$ cat config.mk
export PLATFORM = sky130hd
export DESIGN_NAME = stack_ctrl_flat
export DESIGN_NICKNAME = d
export VERILOG_FILES = /design/src/rtl/stack_pkg.sv /design/src/rtl/stack_ctrl_if.sv /design/src/rtl/stack_ram.sv /design/src/rtl/stack_ctrl.sv /design/src/flat_wrapper.sv
export SDC_FILE = /design/constraint.sdc
export NUM_CORES = 1
export LEC_CHECK = 0
export ABC_CLOCK_PERIOD_IN_PS = 3600
export CORE_ASPECT_RATIO = 0.7
export CORE_MARGIN = 2
export CORE_UTILIZATION = 50
export CTS_CLUSTER_DIAMETER = 120
export DETAILED_ROUTE_END_ITERATION = 8
export GPL_TIMING_DRIVEN = 0
export PLACE_DENSITY = 0.66
export RECOVER_POWER = 25
export SYNTH_ARGS = -nofsm -noshare
export SYNTH_HDL_FRONTEND = slang
export SYNTH_SLANG_ARGS = --single-unit
$ cat constraint.sdc
create_clock -name clk -period 3.6 [get_ports clk]
set_input_delay 0.36 -clock clk [delete_from_list [all_inputs] [get_ports clk]]
set_output_delay 0.36 -clock clk [all_outputs]
set_load 0.05 [all_outputs]
$ cat src/rtl/stack_pkg.sv
// rtl/stack_pkg.sv - shared op codes, FSM states and default sizes for the stack controller
package stack_pkg;

    localparam int W_DEF  = 8;
    localparam int AW_DEF = 4;

    // Same encoding as the stack-pointer control path, so op decode is identical everywhere
    typedef enum logic [1:0] {
        OP_NOP  = 2'b00,
        OP_CLR  = 2'b01,
        OP_PUSH = 2'b10,
        OP_POP  = 2'b11
    } op_e;

    typedef enum logic {
        IDLE = 1'b0,
        RESP = 1'b1
    } state_e;

endpackage

$ cat src/rtl/stack_ctrl_if.sv
// rtl/stack_ctrl_if.sv - op request and pop result handshakes between control unit and stack_ctrl
// Signals: op_valid/op_ready/op/push_data (request), pop_data/pop_valid/pop_ready (result)
// master = control unit side, slave = stack_ctrl side
interface stack_ctrl_if #(
    parameter int W = 8
) ();
    logic         op_valid;
    logic         op_ready;
    logic [1:0]   op;
    logic [W-1:0] push_data;
    logic [W-1:0] pop_data;
    logic         pop_valid;
    logic         pop_ready;

    modport master (
        output op_valid, op, push_data, pop_ready,
        input  op_ready, pop_data, pop_valid
    );

    modport slave (
        input  op_valid, op, push_data, pop_ready,
        output op_ready, pop_data, pop_valid
    );
endinterface

$ cat src/rtl/stack_ram.sv
// rtl/stack_ram.sv - DEPTH x W stack storage, one sync write port, one sync read port, no reset
// Ports: clk; wr_en/wr_addr/wr_data write port; rd_en/rd_addr read request, rd_data registered result
module stack_ram #(
    parameter int W  = 8,
    parameter int AW = 4
) (
    input  logic          clk,
    input  logic          wr_en,
    input  logic [AW-1:0] wr_addr,
    input  logic [W-1:0]  wr_data,
    input  logic          rd_en,
    input  logic [AW-1:0] rd_addr,
    output logic [W-1:0]  rd_data
);
    logic [W-1:0] mem [2**AW];

    // rd_data only moves on a read request, so it holds a popped word until the next read
    always_ff @(posedge clk) begin
        if (wr_en) begin
            mem[wr_addr] <= wr_data;
        end
        if (rd_en) begin
            rd_data <= mem[rd_addr];
        end
    end
endmodule

$ cat src/rtl/stack_ctrl.sv
// rtl/stack_ctrl.sv - stack pointer, sticky flags and push/pop handshake in front of stack_ram
// Optional feature macro: STACK_PEEK_EN (adds tos/tos_valid top-of-stack outputs)
// Ports: clk, rst_n (async active-low); bus (stack_ctrl_if.slave: op request and pop result);
//        sp (next free slot), full, empty, err_ovf, err_unf; tos, tos_valid with STACK_PEEK_EN
module stack_ctrl
    import stack_pkg::*;
#(
    parameter int W  = W_DEF,
    parameter int AW = AW_DEF
) (
    input  logic         clk,
    input  logic         rst_n,
    stack_ctrl_if.slave  bus,
    output logic [AW:0]  sp,
    output logic         full,
    output logic         empty,
    output logic         err_ovf,
`ifdef STACK_PEEK_EN
    output logic         err_unf,
    output logic [W-1:0] tos,
    output logic         tos_valid
`else
    output logic         err_unf
`endif
);
    localparam int          DEPTH   = 2**AW;
    localparam logic [AW:0] SP_ONE  = (AW+1)'(1);
    localparam logic [AW:0] SP_FULL = (AW+1)'(DEPTH);

    state_e        state_q, state_d;
    logic [AW:0]   sp_q, sp_d;
    logic          err_ovf_q, err_ovf_d;
    logic          err_unf_q, err_unf_d;
    logic          accept, do_push, do_pop, pop_valid;
    op_e           op_in;
    logic          ram_rd_en;
    logic [AW-1:0] ram_rd_addr;
    logic [W-1:0]  ram_rd_data;

    assign op_in         = op_e'(bus.op);
    assign full          = (sp_q == SP_FULL);
    assign empty         = (sp_q == '0);
    assign sp            = sp_q;
    assign err_ovf       = err_ovf_q;
    assign err_unf       = err_unf_q;
    assign pop_valid     = (state_q == RESP);
    assign bus.pop_valid = pop_valid;
    assign bus.op_ready  = (state_q == IDLE);
    // A push on full or pop on empty is still accepted; it only raises the sticky flag
    assign accept        = bus.op_valid && (state_q == IDLE);
    assign do_push       = accept && (op_in == OP_PUSH) && !full;
    assign do_pop        = accept && (op_in == OP_POP) && !empty;

    always_comb begin
        state_d   = state_q;
        sp_d      = sp_q;
        err_ovf_d = err_ovf_q;
        err_unf_d = err_unf_q;
        case (state_q)
            IDLE: begin
                if (accept) begin
                    case (op_in)
                        OP_CLR: begin
                            sp_d      = '0;
                            err_ovf_d = 1'b0;
                            err_unf_d = 1'b0;
                        end
                        OP_PUSH: begin
                            if (full) err_ovf_d = 1'b1;
                            else      sp_d      = sp_q + SP_ONE;
                        end
                        OP_POP: begin
                            if (empty) begin
                                err_unf_d = 1'b1;
                            end else begin
                                sp_d    = sp_q - SP_ONE;
                                state_d = RESP;
                            end
                        end
                        default: ;
                    endcase
                end
            end
            RESP: begin
                if (bus.pop_ready) state_d = IDLE;
            end
            default: state_d = IDLE;
        endcase
    end

    always_ff @(posedge clk or negedge rst_n) begin
        if (!rst_n) begin
            state_q   <= IDLE;
            sp_q      <= '0;
            err_ovf_q <= 1'b0;
            err_unf_q <= 1'b0;
        end else begin
            state_q   <= state_d;
            sp_q      <= sp_d;
            err_ovf_q <= err_ovf_d;
            err_unf_q <= err_unf_d;
        end
    end

`ifdef STACK_PEEK_EN
    logic [W-1:0] tos_q, tos_d;
    logic [W-1:0] pop_data_q, pop_data_d;
    logic         tos_ram_q, tos_ram_d;

    // The popped word is already the top-of-stack value, so the one read port is
    // spent fetching the word underneath it, which becomes the new top.
    assign ram_rd_en     = do_pop && (sp_q > SP_ONE);
    assign ram_rd_addr   = sp_q[AW-1:0] - AW'(2);
    assign tos           = tos_ram_q ? ram_rd_data : tos_q;
    assign tos_valid     = !empty;
    assign bus.pop_data  = pop_data_q;

    always_comb begin
        tos_d      = tos_q;
        tos_ram_d  = tos_ram_q;
        pop_data_d = pop_data_q;
        if (do_push) begin
            tos_d     = bus.push_data;
            tos_ram_d = 1'b0;
        end else if (do_pop) begin
            pop_data_d = tos;
            tos_ram_d  = 1'b1;
        end
    end

    always_ff @(posedge clk or negedge rst_n) begin
        if (!rst_n) begin
            tos_q      <= '0;
            tos_ram_q  <= 1'b0;
            pop_data_q <= '0;
        end else begin
            tos_q      <= tos_d;
            tos_ram_q  <= tos_ram_d;
            pop_data_q <= pop_data_d;
        end
    end
`else
    assign ram_rd_en    = do_pop;
    assign ram_rd_addr  = sp_q[AW-1:0] - AW'(1);
    // RAM read register has no reset; pop_data reads 0 whenever no result is held
    assign bus.pop_data = pop_valid ? ram_rd_data : '0;
`endif

    stack_ram #(
        .W  (W),
        .AW (AW)
    ) u_ram (
        .clk     (clk),
        .wr_en   (do_push),
        .wr_addr (sp_q[AW-1:0]),
        .wr_data (bus.push_data),
        .rd_en   (ram_rd_en),
        .rd_addr (ram_rd_addr),
        .rd_data (ram_rd_data)
    );
endmodule

$ cat src/flat_wrapper.sv
// flat-port wrapper written by rule: the top's interface ports become plain ports
module stack_ctrl_flat import stack_pkg::*;
#(
    parameter int W  = W_DEF,
    parameter int AW = AW_DEF
)
  (clk, rst_n, sp, full, empty, err_ovf, err_unf, bus_op_valid, bus_op, bus_push_data, bus_pop_ready, bus_op_ready, bus_pop_data, bus_pop_valid);
  stack_ctrl_if #(.W(W)) bus_i ();
  input  logic clk;
  input  logic rst_n;
  output logic [AW:0] sp;
  output logic full;
  output logic empty;
  output logic err_ovf;
  output logic err_unf;
  input wire logic [$bits(bus_i.op_valid)-1:0] bus_op_valid;
  input wire logic [$bits(bus_i.op)-1:0] bus_op;
  input wire logic [$bits(bus_i.push_data)-1:0] bus_push_data;
  input wire logic [$bits(bus_i.pop_ready)-1:0] bus_pop_ready;
  output wire logic [$bits(bus_i.op_ready)-1:0] bus_op_ready;
  output wire logic [$bits(bus_i.pop_data)-1:0] bus_pop_data;
  output wire logic [$bits(bus_i.pop_valid)-1:0] bus_pop_valid;
  assign bus_i.op_valid = bus_op_valid;
  assign bus_i.op = bus_op;
  assign bus_i.push_data = bus_push_data;
  assign bus_i.pop_ready = bus_pop_ready;
  assign bus_op_ready = bus_i.op_ready;
  assign bus_pop_data = bus_i.pop_data;
  assign bus_pop_valid = bus_i.pop_valid;
  stack_ctrl #(.W(W), .AW(AW)) u_core (.clk(clk), .rst_n(rst_n), .bus(bus_i), .sp(sp), .full(full), .empty(empty), .err_ovf(err_ovf), .err_unf(err_unf));
endmodule
==> metrics.txt <==
CTS tree=done; total global routing overflow=0; Final Slew Violations=0; mean post-synth cell area=16.2 sq um; number of nets in the synthesized netlist=389; maximum vdd drop=0.000519 V; wire length of the first global-routing pass=19,400 um; leakage power summed over all cells=2.49 nW; pin count of the biggest net entering global routing=17; post-detailed-routing wire length=12,700 um; clock net sink count=144; setup slack after placement=0.00947 ns; number of design rule violations left after detail routing=0; final number of setup-violating endpoints=0; setup repair after global routing missed its margin=false; commonest cells after routing, fill and taps aside=sky130_fd_sc_hd__edfxtp_1, sky130_fd_sc_hd__nand2_1, sky130_fd_sc_hd__clkdlybuf4s50_1, sky130_fd_sc_hd__clkbuf_16; final hold violation count=0; number of cells on the worst reg-to-reg path=8; sequential fraction of the synthesis area=71.7%; Setup crit start kind=flop; number of rows created at floorplan=33; Chip Height=95.5 um; layout net count=440; vias in the first global route=3,326; peak fanout along the critical path=10; average via count per standard cell=5.75; synthesis warning total=0; core region area=11,700 sq um; Worst Path Arrival=2.97 ns; number of storage elements in the synthesis netlist=144; Worst slew margin=38.3%; share of the cycle needed by the critical path after routing=92.4%; DRC marker count from the first detailed-route iteration=298; number of top-level pins=33; final weighted congestion in routability-driven placement=0.828; most common cell after layout, fill and taps aside=sky130_fd_sc_hd__edfxtp_1; setup_tns=0 ns; cts hold-fix bufs=0; slew of the pin with the lowest slew margin=0.920 ns; clock period minus final worst setup slack=3.33 ns; Synth async-reset ratio=5.56%; clock latency at the later pin of the worst-skew pair=0.42 ns; area enclosed by the die boundary=12,900 sq um; Critical Path RT=3.24 ns; Post-Syn Instances=369; detailed placement HPWL=8060 um; share of post-route cells with drive strength above 1=17.3%; clock slew seen by the registers of the worst setup and hold paths=0.06 ns; Mapped Area=5970 sq um; root buffer cell=sky130_fd_sc_hd__clkbuf_16; relative area change from synthesis to final layout=20.0%; Clock Tree Buf Depth=2; number of routed nets with antenna violations=0; worst hold-check path type=input port to asynchronous set/reset pin; number of CTS-inserted buffers=17; CP Class=flop to output pin; crit path setup slack, layout=0.274 ns; antenna violations before repair=0; length of the first detailed-routing pass in iterations=4; clk_skew=0.0103 ns; Max Cap Violations=0; Chip Width=135 um; Total Routing Usage GR=21.4%; number of port buffers=32; category of the worst setup path capture point=output pin; number of enable-type register cells in the synthesized netlist=136; power density relative to cell area=905 nW/um^2; wire length per cell after detailed routing=21.5 um; vias after detailed routing=3,392; result of the run=complete, no violations; fmax=301 MHz; count of distinct cell types in the synthesized netlist=52; initial cell density of the core=51.1%; top_reg_cell synth=sky130_fd_sc_hd__edfxtp_1; number of antenna diodes=0; Clock H-tree levels=4
worst max-delay path: stages (launching register included):
cell and delay [ns]:
sky130_fd_sc_hd__dfrtp_1 0.52, sky130_fd_sc_hd__buf_4 0.27, sky130_fd_sc_hd__inv_1 0.13, sky130_fd_sc_hd__ha_1 0.25, sky130_fd_sc_hd__nand2b_1 0.10, sky130_fd_sc_hd__or3_1 0.37
sky130_fd_sc_hd__inv_2 0.10, sky130_fd_sc_hd__clkdlybuf4s50_1 0.81
synthesized netlist by cell type (2+ instances only):
cell | n | share of area, %
sky130_fd_sc_hd__mux4_2 | 16 | 6.0
sky130_fd_sc_hd__buf_4 | 3 | 0.38
sky130_fd_sc_hd__inv_1 | 5 | 0.31
sky130_fd_sc_hd__xnor2_1 | 4 | 0.59
sky130_fd_sc_hd__a21oi_1 | 3 | 0.25
sky130_fd_sc_hd__nand2_1 | 63 | 4.0
sky130_fd_sc_hd__nor2_1 | 16 | 1.0
sky130_fd_sc_hd__mux2i_1 | 16 | 2.7
sky130_fd_sc_hd__a22o_1 | 2 | 0.29
sky130_fd_sc_hd__and3_1 | 2 | 0.21
sky130_fd_sc_hd__a221oi_1 | 8 | 1.2
sky130_fd_sc_hd__nand3_1 | 16 | 1.3
sky130_fd_sc_hd__o22a_1 | 2 | 0.29
sky130_fd_sc_hd__ha_1 | 6 | 1.3
sky130_fd_sc_hd__buf_6 | 2 | 0.38
sky130_fd_sc_hd__edfxtp_1 | 136 | 68
sky130_fd_sc_hd__and2_1 | 9 | 0.94
sky130_fd_sc_hd__nor3_1 | 5 | 0.42
sky130_fd_sc_hd__a32o_1 | 2 | 0.34
sky130_fd_sc_hd__clkbuf_1 | 5 | 0.31
sky130_fd_sc_hd__buf_2 | 3 | 0.25
sky130_fd_sc_hd__a32o_2 | 6 | 1.1
sky130_fd_sc_hd__dfrtp_1 | 8 | 3.4
sky130_fd_sc_hd__nand2b_1 | 3 | 0.31
layer usage:
metal	vias to the layer above	share of wire, %	track usage [%]
li1	1523	-	-
met1	1741	45	30.3
met2	110	47	32.4
met3	18	6.2	5.69
met4	0	1.7	7.63
met5	-	0	0
repair_timing:
item                                   4_1_cts  5_1_grt
setup buffers                                0        0
setup endpoints to repair                    5       16
gates resized for setup                      1        2
endpoints found under the hold margin        0        0
through the flow:
| step | util [%] | cell area (sq um) | power [W] | hold WS, ns | cells |
|---|---|---|---|---|---|
| detailed placement | 55.6 | 6500 | 0.00457 | 0.506 | 558 |
| global route | 61.3 | 7170 | 0.00680 | 0.347 | 590 |
| floorplan | - | 5970 | 0.00383 | 0.0644 | 369 |
| finish | 61.3 | 7170 | 0.00649 | 0.320 | 590 |
| CTS | 61.2 | 7150 | 0.00652 | 0.253 | 590 |
| global placement | 55.6 | 6490 | 0.00454 | 0.485 | 558 |
kinds of logic after synthesis:
family	Yosys count	synth area share, %
DFF	144	71.7
and+or+nand+nor	127	9.99
muxes	33	8.90
AOI/OAI and AO/OA	30	4.40
buffers and inverters	23	2.55
xor gates and xnor gates	6	1.19
adders and majority gates	6	1.26
cell type report:
| class | instances | area [sq um] |
|---|---|---|
| Multi-Input combinational cell | 202 | 1560 |
| Clock inverter | 12 | 214 |
| Sequential cell | 144 | 4280 |
| Fill cell | 843 | 4520 |
| Buffer | 17 | 130 |
| Timing Repair Buffer | 32 | 320 |
| Tap cell | 157 | 196 |
| Clock buffer | 20 | 437 |
| Inverter | 6 | 22.5 |
sequential cells by signal, indices dropped and copies added (netlist names):
register / count
u_core.err_ovf: 1
u_core.err_unf: 1
u_core.bus.pop_valid: 1
u_core.u_ram.rd_data: 8
u_core.sp: 5
u_core.u_ram.mem: 128
final timing paths:
| check | start | endpoint | slack [ns] |
|---|---|---|---|
| worst max-delay path | u_core.sp[0] | empty | 0.27 |
| worst min-delay path | rst_n | u_core.bus.pop_valid | 0.32 |
| worst max register to register | u_core.sp[0] | u_core.u_ram.rd_data[6] | 0.37 |
| worst min register to register | u_core.err_ovf | u_core.err_ovf | 0.51 |
| max in group asynchronous | rst_n | u_core.err_ovf | 2.97 |
| min in group clk | u_core.err_ovf | u_core.err_ovf | 0.51 |
report_power, final:
part	switching (W)	internal (W)	leakage (nW)	total [W]
sequential	0.0000629	0.00197	1.33	0.00203
combinational	0.00151	0.00101	0.851	0.00252
clock	0.000643	0.00129	0.311	0.00193
total	0.00221	0.00427	2.49	0.00649
No activity file was read; power rests on OpenSTA's default activity.
